[src/rtl/fib_seq_ctrl.sv]
// Fibonacci sequencer: owns the A/B term registers and adder, and emits one term per
// valid/ready handshake. It pulses done at the end of a run and flags emitted wrap-around.
module fib_seq_ctrl #(
  parameter int SIZE  = 4,
  parameter int CNT_W = 4
) (
  input  logic             clk,
  input  logic             rst_n,
  input  logic             start,
  input  logic [CNT_W-1:0] n_terms,
  input  logic             ready_in,
  output logic [SIZE-1:0]  term_out,
  output logic             term_valid,
  output logic             busy,
  output logic             done,
  output logic             overflow,
  output logic [1:0]       sel
);

  typedef enum logic [1:0] {
    S_IDLE,
    S_EMIT,
    S_DONE
  } state_t;

  localparam logic [1:0] SEL_HOLD = 2'b00;
  localparam logic [1:0] SEL_ONE  = 2'b01;
  localparam logic [1:0] SEL_SUM  = 2'b11;

  state_t           r_state;
  logic [SIZE-1:0]  r_a;
  logic [SIZE-1:0]  r_b;
  logic [CNT_W-1:0] r_idx;
  logic [CNT_W-1:0] r_n;
  logic             r_ovf_a;
  logic             r_ovf_b;
  logic             r_overflow;
  logic             r_valid;
  logic             r_busy;
  logic             r_done;

  logic [SIZE-1:0]  w_sum;
  logic             w_carry;
  logic             w_accept;
  logic             w_last;
  logic [1:0]       w_sel;

  assign {w_carry, w_sum} = {1'b0, r_a} + {1'b0, r_b};
  assign w_accept = (r_state == S_EMIT) && r_valid && ready_in;
  assign w_last   = (r_idx == r_n - CNT_W'(1));

  // NOTE: every output of always_comb gets a default first, so no path infers a latch.
  always_comb begin
    w_sel = SEL_HOLD;
    case (r_state)
      S_IDLE: if (start && (n_terms != '0)) w_sel = SEL_ONE;
      S_EMIT: if (w_accept && !w_last)      w_sel = SEL_SUM;
      default: w_sel = SEL_HOLD;
    endcase
  end

  // Term datapath is steered purely by the select, so sel is exactly what loads B.
  // NOTE: sequential state uses non-blocking assignments so every register samples pre-edge values.
  always_ff @(posedge clk or negedge rst_n) begin
    if (!rst_n) begin
      r_a <= '0;
      r_b <= '0;
    end else begin
      case (w_sel)
        SEL_ONE: begin
          r_a <= '0;
          r_b <= SIZE'(1);
        end
        SEL_SUM: begin
          r_a <= r_b;
          r_b <= w_sum;
        end
        default: ;
      endcase
    end
  end

  always_ff @(posedge clk or negedge rst_n) begin
    if (!rst_n) begin
      r_state    <= S_IDLE;
      r_idx      <= '0;
      r_n        <= '0;
      r_ovf_a    <= 1'b0;
      r_ovf_b    <= 1'b0;
      r_overflow <= 1'b0;
      r_valid    <= 1'b0;
      r_busy     <= 1'b0;
      r_done     <= 1'b0;
    end else begin
      case (r_state)
        S_IDLE: begin
          r_done <= 1'b0;
          if (start) begin
            r_overflow <= 1'b0;
            r_busy     <= 1'b1;
            if (n_terms != '0) begin
              r_n     <= n_terms;
              r_idx   <= '0;
              r_ovf_a <= 1'b0;
              r_ovf_b <= 1'b0;
              r_valid <= 1'b1;
              r_state <= S_EMIT;
            end else begin
              r_done  <= 1'b1;
              r_state <= S_DONE;
            end
          end
        end
        S_EMIT: begin
          if (w_accept) begin
            if (r_ovf_a) r_overflow <= 1'b1;
            if (w_last) begin
              r_valid <= 1'b0;
              r_done  <= 1'b1;
              r_state <= S_DONE;
            end else begin
              r_idx   <= r_idx + CNT_W'(1);
              // Carry follows the term it belongs to, so wrap is flagged only once emitted.
              r_ovf_a <= r_ovf_b;
              r_ovf_b <= r_ovf_b | w_carry;
            end
          end
        end
        S_DONE: begin
          r_done  <= 1'b0;
          r_busy  <= 1'b0;
          r_state <= S_IDLE;
        end
        default: r_state <= S_IDLE;
      endcase
    end
  end

  assign term_out   = r_a;
  assign term_valid = r_valid;
  assign busy       = r_busy;
  assign done       = r_done;
  assign overflow   = r_overflow;
  assign sel        = w_sel;

endmodule

[config.mk]
export PLATFORM = sky130hd
export DESIGN_NAME = fib_seq_ctrl
export DESIGN_NICKNAME = d
export VERILOG_FILES = /design/src/rtl/fib_seq_ctrl.sv
export SDC_FILE = /design/constraint.sdc
export NUM_CORES = 1
export LEC_CHECK = 0
export CELL_PAD_IN_SITES_DETAIL_PLACEMENT = 0
export CELL_PAD_IN_SITES_GLOBAL_PLACEMENT = 2
export CORE_MARGIN = 4
export CORE_UTILIZATION = 35
export DETAILED_ROUTE_END_ITERATION = 10
export DONT_BUFFER_PORTS = 1
export PLACE_DENSITY_LB_ADDON = 0.1
export REMOVE_ABC_BUFFERS = 1
export SLEW_MARGIN = 20
export SYNTH_ARGS = -nofsm -noshare
export SYNTH_HDL_FRONTEND = slang
export SYNTH_SLANG_ARGS = --single-unit
[constraint.sdc]
create_clock -name clk -period 2.01 [get_ports clk]
set_clock_uncertainty 0.15 [all_clocks]
set_input_delay 0.603 -clock clk [delete_from_list [all_inputs] [get_ports clk]]
set_output_delay 0.603 -clock clk [all_outputs]
set_load 0.005 [all_outputs]
* Word-level counts from Yosys, hierarchy flattened
Cells that the tools add are included.
** Storage, ports and cells
- Bits in registers :: 24
- Input port bits :: 8
** Cells by class
- $add $sub $neg :: 3
- Eq/ne operators :: 11
- Mux-type cells :: 39
- Bitwise logic cells :: 1
- Reduce and logical (&&, ||, !) cells :: 18
** Operators by type and width (count)
- 4-bit one-hot mux with 2 select lines :: 3
- 1-bit 2-to-1 mux :: 19
- 4-bit 2-to-1 mux :: 4
- 2-bit inequality test (second input constant) :: 6
- 2-bit 2-to-1 mux :: 5
- 1-bit one-hot mux with 2 select lines :: 5
- 5-bit AND reduction :: 2
- 3-bit AND reduction :: 3
- 2-bit one-hot mux with 2 select lines :: 2
- 2-bit nonzero test :: 3
- 4-bit by 4-bit adder with 5-bit output :: 1
- 4-bit by 1-bit adder with 4-bit output (second input constant) :: 1
- 2-bit by 1-bit == test with 1-bit output (second input constant) :: 2
- 2-bit == test (second input constant) :: 2
- 4-bit == test :: 1
- 1-bit logical AND :: 4
- 4-bit AND reduction :: 1
- 4-bit nonzero test :: 1
- 4-bit by 1-bit subtractor with 4-bit output (second input constant) :: 1
- 1-bit one-hot mux with 3 select lines :: 1
- 3-bit nonzero test :: 1
- 2-bit zero test :: 1
- 2-bit AND reduction :: 1
- 1-bit zero test :: 1
- 1-bit bitwise OR :: 1

* Longest topological paths before layout
Gate-level depths: netlist of the first run.
- Depth in word-level cells :: 8
- Gate-level depth with buffers :: 8

* Least setup slack after synthesis of the first run
No wires, ideal clock.
- Kind :: register to output
- From :: reg r_n[0]
- To :: out sel[1]
- Arrival time :: 1.393 ns
- Data required time :: 1.257 ns
- Setup slack :: -0.136 ns
- Cell stages (with the launch flop) :: 7
- Cell sequence :: dfrtp_1 > inv_1 > ha_1 > xnor2_1 > nor3_2 > a21oi_2 > buf_2
** On the way
- Longest elaborated chain between the ends :: 6
** RTL lines
- start, declared :: line 34 : logic [CNT_W-1:0] r_n;
- start signal, assigned :: line 102 : r_n <= n_terms;
- 4-bit by 1-bit subtractor with 4-bit output :: line 50 : assign w_last = (r_idx == r_n - CNT_W'(1));
- 4-bit == test :: line 50
- 1-bit zero test :: line 57 : S_EMIT: if (w_accept && !w_last) w_sel = SEL_SUM;
- 1-bit logical AND :: line 57
- 2-bit 2-to-1 mux :: line 57
- 2-bit one-hot mux with 2 select lines :: line 55 : case (r_state)
- end, declared :: line 17 : output logic [1:0] sel
No other way between the ends.

* Final worst setup path of the first run
- From :: reg r_n[0]
- To :: out sel[0]
Same word-level chain as after synthesis.

==> metrics.md, run 1 <==
| Metric | Value |
|---|---|
| Outcome | `complete, but fails checks` |
| Violations in the final reports | `negative setup slack` |
| Number of distinct library cell variants in the gate-level netlist after synthesis | `30` |
| Total number of clock tree sinks | `24` |
| CP Launch Type | `register` |
| ANT nets after route | `0` |
| Number of endpoints failing setup at the final stage | `12` |
| Syn_area_per_cell | `9.41 um^2` |
| Proportion of synthesized flip-flops having asynchronous set or reset | `1.00` |
| Worst hold start | `n_terms[1]` |
| Most frequent standard cell in the layout excluding fill and tap cells | `nand2_1` |
| Final period demand of the worst path | `2.37 ns` |
| Proportion of netlist area held by the largest area contributor | `0.434` |
| Area of the core | `0.00374 mm^2` |
| Commonest non-fill, non-tap cells in the layout | `nand2_1, dfrtp_1, buf_4` |
| Clock-pin slew on the worst setup and hold paths | `0.09 ns` |
| Aggregate global-route resource usage | `0.138` |
| Longest individual stage delay on the worst path | `0.40 ns` |
| Worst-case setup slack after placement | `-0.141 ns` |
| Iteration count of the initial detailed-routing pass | `4` |
| Weighted congestion reported at the end of routability-driven placement | `0.814` |
| Fraction of final layout cells sized beyond drive strength 1 | `0.257` |
| Crit Path Class | `register to output pin` |
| Total design power | `2.42 mW` |
| Synth Register Bits | `24` |
| Data required time of the worst path | `1.26 ns` |
| Fin crit share | `1.18` |
| Placed wire-length estimate after detailed placement | `2.26 mm` |
| Number of antenna violations at the first check in global routing | `0` |
| Via count of the first global-routing pass | `1146` |
| Top achievable clock speed | `422 MHz` |
| Count of input and output buffers | `0` |
| Crit-path cells | `inv_2, ha_4, xnor2_4, nor3_4, a21oi_4, nand2b_4` |
| Starting utilization of the core area | `0.369` |
| Min-Delay Path Depth | `2` |
| Detailed-route DRC error count | `0` |
| Number of maximum-capacitance constraint violations | `0` |
| Path depth of the worst reg2reg path | `9` |
| Number of H-tree levels | `1` |
| GRT overflow | `0` |
| Highest-delay cell along the critical path | `dfrtp_1` |
| Vias | `1116` |
| Number of instances in the synthesized netlist | `147` |
| Antenna diode count | `0` |
| Crit Reg-Reg Startpoint | `r_n[0]$_DFFE_PN0P_` |
| Core utilization of the finished layout | `0.474` |
| Drt total wl | `3.17 mm` |
| Die boundary height | `70.9 um` |
| Headroom to the max-slew limit | `0.568` |
| Standard-cell row count | `22` |
| Hold endpoint | `r_n[1]$_DFFE_PN0P_` |
| Boundary pin count | `18` |
| Setup repair after global routing missed its margin | `true` |
| Die outline area | `0.00502 mm^2` |
| Clock root cell | `clkbuf_8` |
| Ratio of routed vias to standard cells | `5.10` |
| IR drop worst, VDD | `695 uV` |
| Drt wl/cell | `14.5 um` |
| Netlist area before placement | `0.00138 mm^2` |
| Sequential element share of the synthesized area | `0.434` |
| TritonCTS clock tree | `yes` |
| R2r setup slk | `-0.25 ns` |
| Synth area leaders | `dfrtp_1, ha_1, nand2_1, o21ai_0, a21oi_1` |
| RR Endpoint | `r_idx[1]$_DFFE_PN0P_` |
| Slew Limit Fails | `0` |
| Initial drt markers | `50` |
| Net count reported at finish | `191` |
| Data arrival, critical path | `1.62 ns` |
| Capturing element type of the critical path | `output pin` |
| Area growth from synthesis to final layout | `28.2%` |
| Clock Tree Buf Depth | `2` |
| Minimum setup slack in the final design | `-0.360 ns` |
| Transition time of the tightest slew-check pin | `0.647 ns` |
| Critical path peak fanout | `3` |
| Number of synthesized flops with an enable pin | `0` |
| Final hold violation count | `0` |
| Min-Delay Path Class | `primary input to register` |
| Biggest area consumer among synthesized cells | `dfrtp_1` |
| Hold slack final | `0.296 ns` |
| Yosys synthesis warning count | `0` |
| TritonCTS buffer count | `3` |
| Insertion delay to the later sink of the worst-skew pair | `0.27 ns` |
| X dimension of the die | `70.9 um` |
| Pin count of the biggest net entering global routing | `25` |
| Power density over the cells | `1370 mW/mm^2` |
| Ys flop type | `dfrtp_1` |
| Leakage power | `0.845 nW` |
| Global-route wire length before repair | `5.55 mm` |
==> power by group <==
part	switching, mW	internal, mW
Combinational	0.629	0.647
Clock	0.162	0.266
Sequential	0.114	0.603
Total	0.905	1.52
==> area by class of cell <==
cell class	instances	area, um^2
tap	48	60.1
fill	383	1970
clock inverter	1	30.0
timing repair buffer	25	210
clock buffer	3	41.3
inverter	8	30.0
sequential	24	601
multi-input combinational	110	801
==> cells in the mapped netlist (3+ instances only) <==
| cell type | count |
|---|---|
| clkbuf_1 | 3 |
| nand2_1 | 28 |
| o211ai_1 | 3 |
| a31oi_1 | 4 |
| xnor2_1 | 4 |
| a21o_1 | 5 |
| a21oi_1 | 10 |
| dfrtp_1 | 24 |
| o21ai_0 | 14 |
| nor2_1 | 7 |
| ha_1 | 10 |
| inv_1 | 8 |
| nand4_1 | 3 |
==> cell families (layout without fill, tap and decap cells) <==
logic type / Yosys count / in the layout / share of synthesized area
xor+xnor: 7 / 7 / 0.0552
flops: 24 / 24 / 0.434
mux: 3 / 3 / 0.0235
buf+inv: 13 / 37 / 0.0371
simple gates: 50 / 50 / 0.177
compound gates: 39 / 39 / 0.167
fa+ha+maj: 11 / 11 / 0.105
==> flip-flops by register name (all words and copies together) (netlist names) <==
signal	count
r_b	4
r_idx	4
r_n	4
term_out	4
r_state	2
busy	1
done	1
overflow	1
r_ovf_a	1
r_ovf_b	1
term_valid	1
==> layer usage <==
layer,global-route usage,vias to the layer above,wire length (um)
li1,-,559,-
met3,0.0284,2,123
met1,0.180,539,1460
met2,0.229,16,1570
met5,0,-,0
met4,0.0438,0,23
==> stage by stage <==
step / cell area, um^2 / TNS [ns] / std cells
after floorplan: 1360 / -0.496 / 142
after global placement: 1550 / -0.493 / 207
after detailed placement: 1550 / -0.766 / 207
after CTS: 1720 / -1.89 / 218
after global routing: 1770 / -3.66 / 219
final: 1770 / -2.16 / 219
==> critical path: cells and delay by family (launching register included) <==
| family | cells | cell delay (ns) |
|---|---|---|
| compound gates | 1 | 0.10 |
| simple gates | 2 | 0.41 |
| flops | 1 | 0.40 |
| buf+inv | 1 | 0.08 |
| xor+xnor | 1 | 0.13 |
| fa+ha+maj | 1 | 0.22 |
==> worst max-delay path by stage <==
stage / start / depth (start not counted) / endpoint
2_1_floorplan: r_state[1]$_DFFE_PN0P_ / 5 / sel[0]
3_3_place_gp: r_n[0]$_DFFE_PN0P_ / 6 / sel[0]
3_5_place_dp: r_n[0]$_DFFE_PN0P_ / 6 / sel[0]
4_1_cts: r_n[0]$_DFFE_PN0P_ / 6 / sel[0]
5_1_grt: r_n[0]$_DFFE_PN0P_ / 6 / sel[0]
6_report: r_n[0]$_DFFE_PN0P_ / 6 / sel[0]
==> what timing repair did <==
item,in CTS,in global routing
pin swaps,8,3
setup endpoints to repair,12,12
hold buffers,2,0
resized for setup,10,8
endpoints found under the hold margin,24,0
setup buffers,6,1
Power figures use the tool's default switching activity.
==> run 2, diff against run 1 <==
--- a/config.mk
+++ b/config.mk
@@ -5,14 +5,15 @@
 export SDC_FILE = /design/constraint.sdc
 export NUM_CORES = 1
 export LEC_CHECK = 0
+export ABC_AREA = 1
 export CELL_PAD_IN_SITES_DETAIL_PLACEMENT = 0
 export CELL_PAD_IN_SITES_GLOBAL_PLACEMENT = 2
 export CORE_MARGIN = 4
-export CORE_UTILIZATION = 35
+export CORE_UTILIZATION = 33
+export CTS_CLUSTER_SIZE = 14
 export DETAILED_ROUTE_END_ITERATION = 10
 export DONT_BUFFER_PORTS = 1
 export PLACE_DENSITY_LB_ADDON = 0.1
-export REMOVE_ABC_BUFFERS = 1
 export SLEW_MARGIN = 20
 export SYNTH_ARGS = -nofsm -noshare
 export SYNTH_HDL_FRONTEND = slang
==> metrics.md, run 2 <==
| Metric | Value |
|---|---|
| Standard cell area after detailed placement | `0.00164 mm^2` |
| Transition time of the tightest slew-check pin | `0.212 ns` |
| X dimension of the die | `75.4 um` |
| Weighted congestion reported at the end of routability-driven placement | `0.741` |
| Most frequent standard cell in the layout excluding fill and tap cells | `nand2_1` |
| Pin count of the biggest net entering global routing | `25` |
| Number of distinct library cell variants in the gate-level netlist after synthesis | `28` |
| Fin area | `0.00176 mm^2` |
| Sequential element share of the synthesized area | `0.400` |
| Ys flop type | `dfrtp_1` |
| Data arrival, critical path | `1.53 ns` |
| Syn_area_per_cell | `7.98 um^2` |
| Placed wire-length estimate after detailed placement | `2.48 mm` |
| Power density over the cells | `1250 mW/mm^2` |
| Initial drt markers | `47` |
| Starting utilization of the core area | `0.342` |
| Synth top cells by count | `nand2_1, inv_1, dfrtp_1, nand3_1` |
| Number of instances in the synthesized netlist | `188` |
| TritonCTS buffer count | `3` |
| Commonest non-fill, non-tap cells in the layout | `nand2_1, dfrtp_1, inv_1` |
| Outcome | `complete, but fails checks` |
| Count of input and output buffers | `0` |
| GRT overflow | `0` |
| Aggregate global-route resource usage | `0.125` |
| Minimum setup slack in the final design | `-0.271 ns` |
| Critical path peak fanout | `3` |
| Fraction of final layout cells sized beyond drive strength 1 | `0.194` |
| CP Launch Type | `register` |
| Via count of the first global-routing pass | `1146` |
| Hold slack final | `0.338 ns` |
| Insertion delay to the later sink of the worst-skew pair | `0.27 ns` |
| Leakage power | `0.951 nW` |
| Area growth from synthesis to final layout | `17.3%` |
| Clock root cell | `clkbuf_8` |
| Number of maximum-capacitance constraint violations | `0` |
| Top achievable clock speed | `438 MHz` |
| Number of synthesized flops with an enable pin | `0` |
| TritonCTS clock tree | `yes` |
| Most common cell in the netlist | `nand2_1` |
| Proportion of synthesized flip-flops having asynchronous set or reset | `1.00` |
| Die outline area | `0.00569 mm^2` |
| Min-Delay Path Class | `register to register` |
| Violations in the final reports | `negative setup slack` |
| Ratio of routed vias to standard cells | `4.71` |
| Clock Tree Buf Depth | `2` |
| Global-route wire length before repair | `5.41 mm` |
| Final period demand of the worst path | `2.28 ns` |
| Area of the core | `0.00438 mm^2` |
| Synth Register Bits | `24` |
| Antenna diode count | `0` |
| Proportion of netlist area held by the largest area contributor | `0.400` |
| Detailed-route DRC error count | `0` |
| ANT nets after route | `0` |
| Crit Path Class | `register to output pin` |
| Number of antenna violations at the first check in global routing | `0` |
| Headroom to the max-slew limit | `0.858` |
| Yosys synthesis warning count | `0` |
| Post-Syn Nets | `207` |
| Synth area leaders | `dfrtp_1, nand2_1, ha_1, inv_1, nand3_1` |
| Capturing element type of the critical path | `output pin` |
| Total design power | `2.21 mW` |
| Number of endpoints failing setup at the final stage | `2` |
| Net count reported at finish | `226` |
| Number of H-tree levels | `1` |
| Netlist area before placement | `0.00150 mm^2` |
| Vias | `1215` |
| Slew Limit Fails | `0` |
| Iteration count of the initial detailed-routing pass | `4` |
| Worst setup path start | `r_n[1]$_DFFE_PN0P_` |
| Clock-pin slew on the worst setup and hold paths | `0.09 ns` |
| IR drop worst, VDD | `500 uV` |
| Setup repair after global routing missed its margin | `true` |
| Standard-cell row count | `24` |
| Die boundary height | `75.4 um` |
| Drt wl/cell | `12.4 um` |
| Drt total wl | `3.20 mm` |
| Number of fill cells | `447` |
| Boundary pin count | `18` |
| Crit Reg-Reg Startpoint | `r_n[1]$_DFFE_PN0P_` |
| Fin crit share | `1.13` |
| Total number of clock tree sinks | `24` |
| Data required time of the worst path | `1.26 ns` |
| Worst hold start | `r_ovf_a$_DFFE_PN0P_` |
| Final hold violation count | `0` |
| Biggest area consumer among synthesized cells | `dfrtp_1` |
## run 2: cell families (layout without fill, tap and decap cells)
logic type	after synthesis	count (layout)	share of synthesized area
buf+inv	32	50	0.0917
simple gates	96	96	0.306
flops	24	24	0.400
compound gates	19	19	0.0701
fa+ha+maj	11	11	0.0967
xor+xnor	6	6	0.0350
## run 2: worst paths after layout
kind	slack (ns)	end	cells past startpoint
max reg2reg	0.10	r_ovf_a$_DFFE_PN0P_	14
min in group asynchronous	0.61	r_idx[3]$_DFFE_PN0P_	2
min reg2reg	0.34	r_ovf_a$_DFFE_PN0P_	2
max	-0.27	sel[0]	10
max in group asynchronous	0.95	term_out[2]$_DFFE_PN0P_	2
min	0.34	r_ovf_a$_DFFE_PN0P_	2
## run 2: worst max-delay path, stage by stage, from the launching register on
cell and delay, ns:
dfrtp_1 0.39, inv_2 0.08, ha_4 0.20, nand2_2 0.07, inv_2 0.03, nor2_1 0.09
nand2_1 0.09, nor2_4 0.11, nand2_4 0.06, nand2_4 0.08, nand2_4 0.06
## run 2: routing by layer
layer | global-route usage | vias up | part of all wire
li1 | - | 636 | -
met1 | 0.164 | 560 | 0.48
met5 | 0 | - | 0
met3 | 0.0290 | 2 | 0.041
met4 | 0.0408 | 0 | 0.0075
met2 | 0.203 | 17 | 0.48
## run 2: what timing repair did
item                                    CTS  global route
hold buffers                              2             0
endpoints found under the hold margin    24             0
endpoints found under the setup margin    2             2
buffers inserted                          0             2
pin swaps                                 2             4
resized for setup                         7             0
## run 2: area by class of cell
cell class | count | area, um^2 | share of cell area
tap | 52 | 65.1 | 0.0370
clock buffer | 4 | 55.1 | 0.0313
inverter | 29 | 113 | 0.0640
timing repair buffer | 17 | 143 | 0.0810
multi-input combinational | 132 | 785 | 0.446
sequential | 24 | 601 | 0.341
## run 2: metrics by stage
stage,setup slack (ns),TNS (ns),utilization,instances
after CTS,-0.293,-0.580,0.398,256
after floorplan,-0.0128,-0.0207,-,188
after detailed placement,-0.0221,-0.0221,0.374,250
after global placement,0.0147,0,0.374,250
after global routing,-0.328,-0.650,0.402,258
final,-0.271,-0.533,0.402,258
## run 2: report_power, final
| group | switching (mW) | internal [mW] |
|---|---|---|
| Combinational | 0.690 | 0.461 |
| Sequential | 0.121 | 0.605 |
| Clock | 0.157 | 0.175 |
| Total | 0.968 | 1.24 |
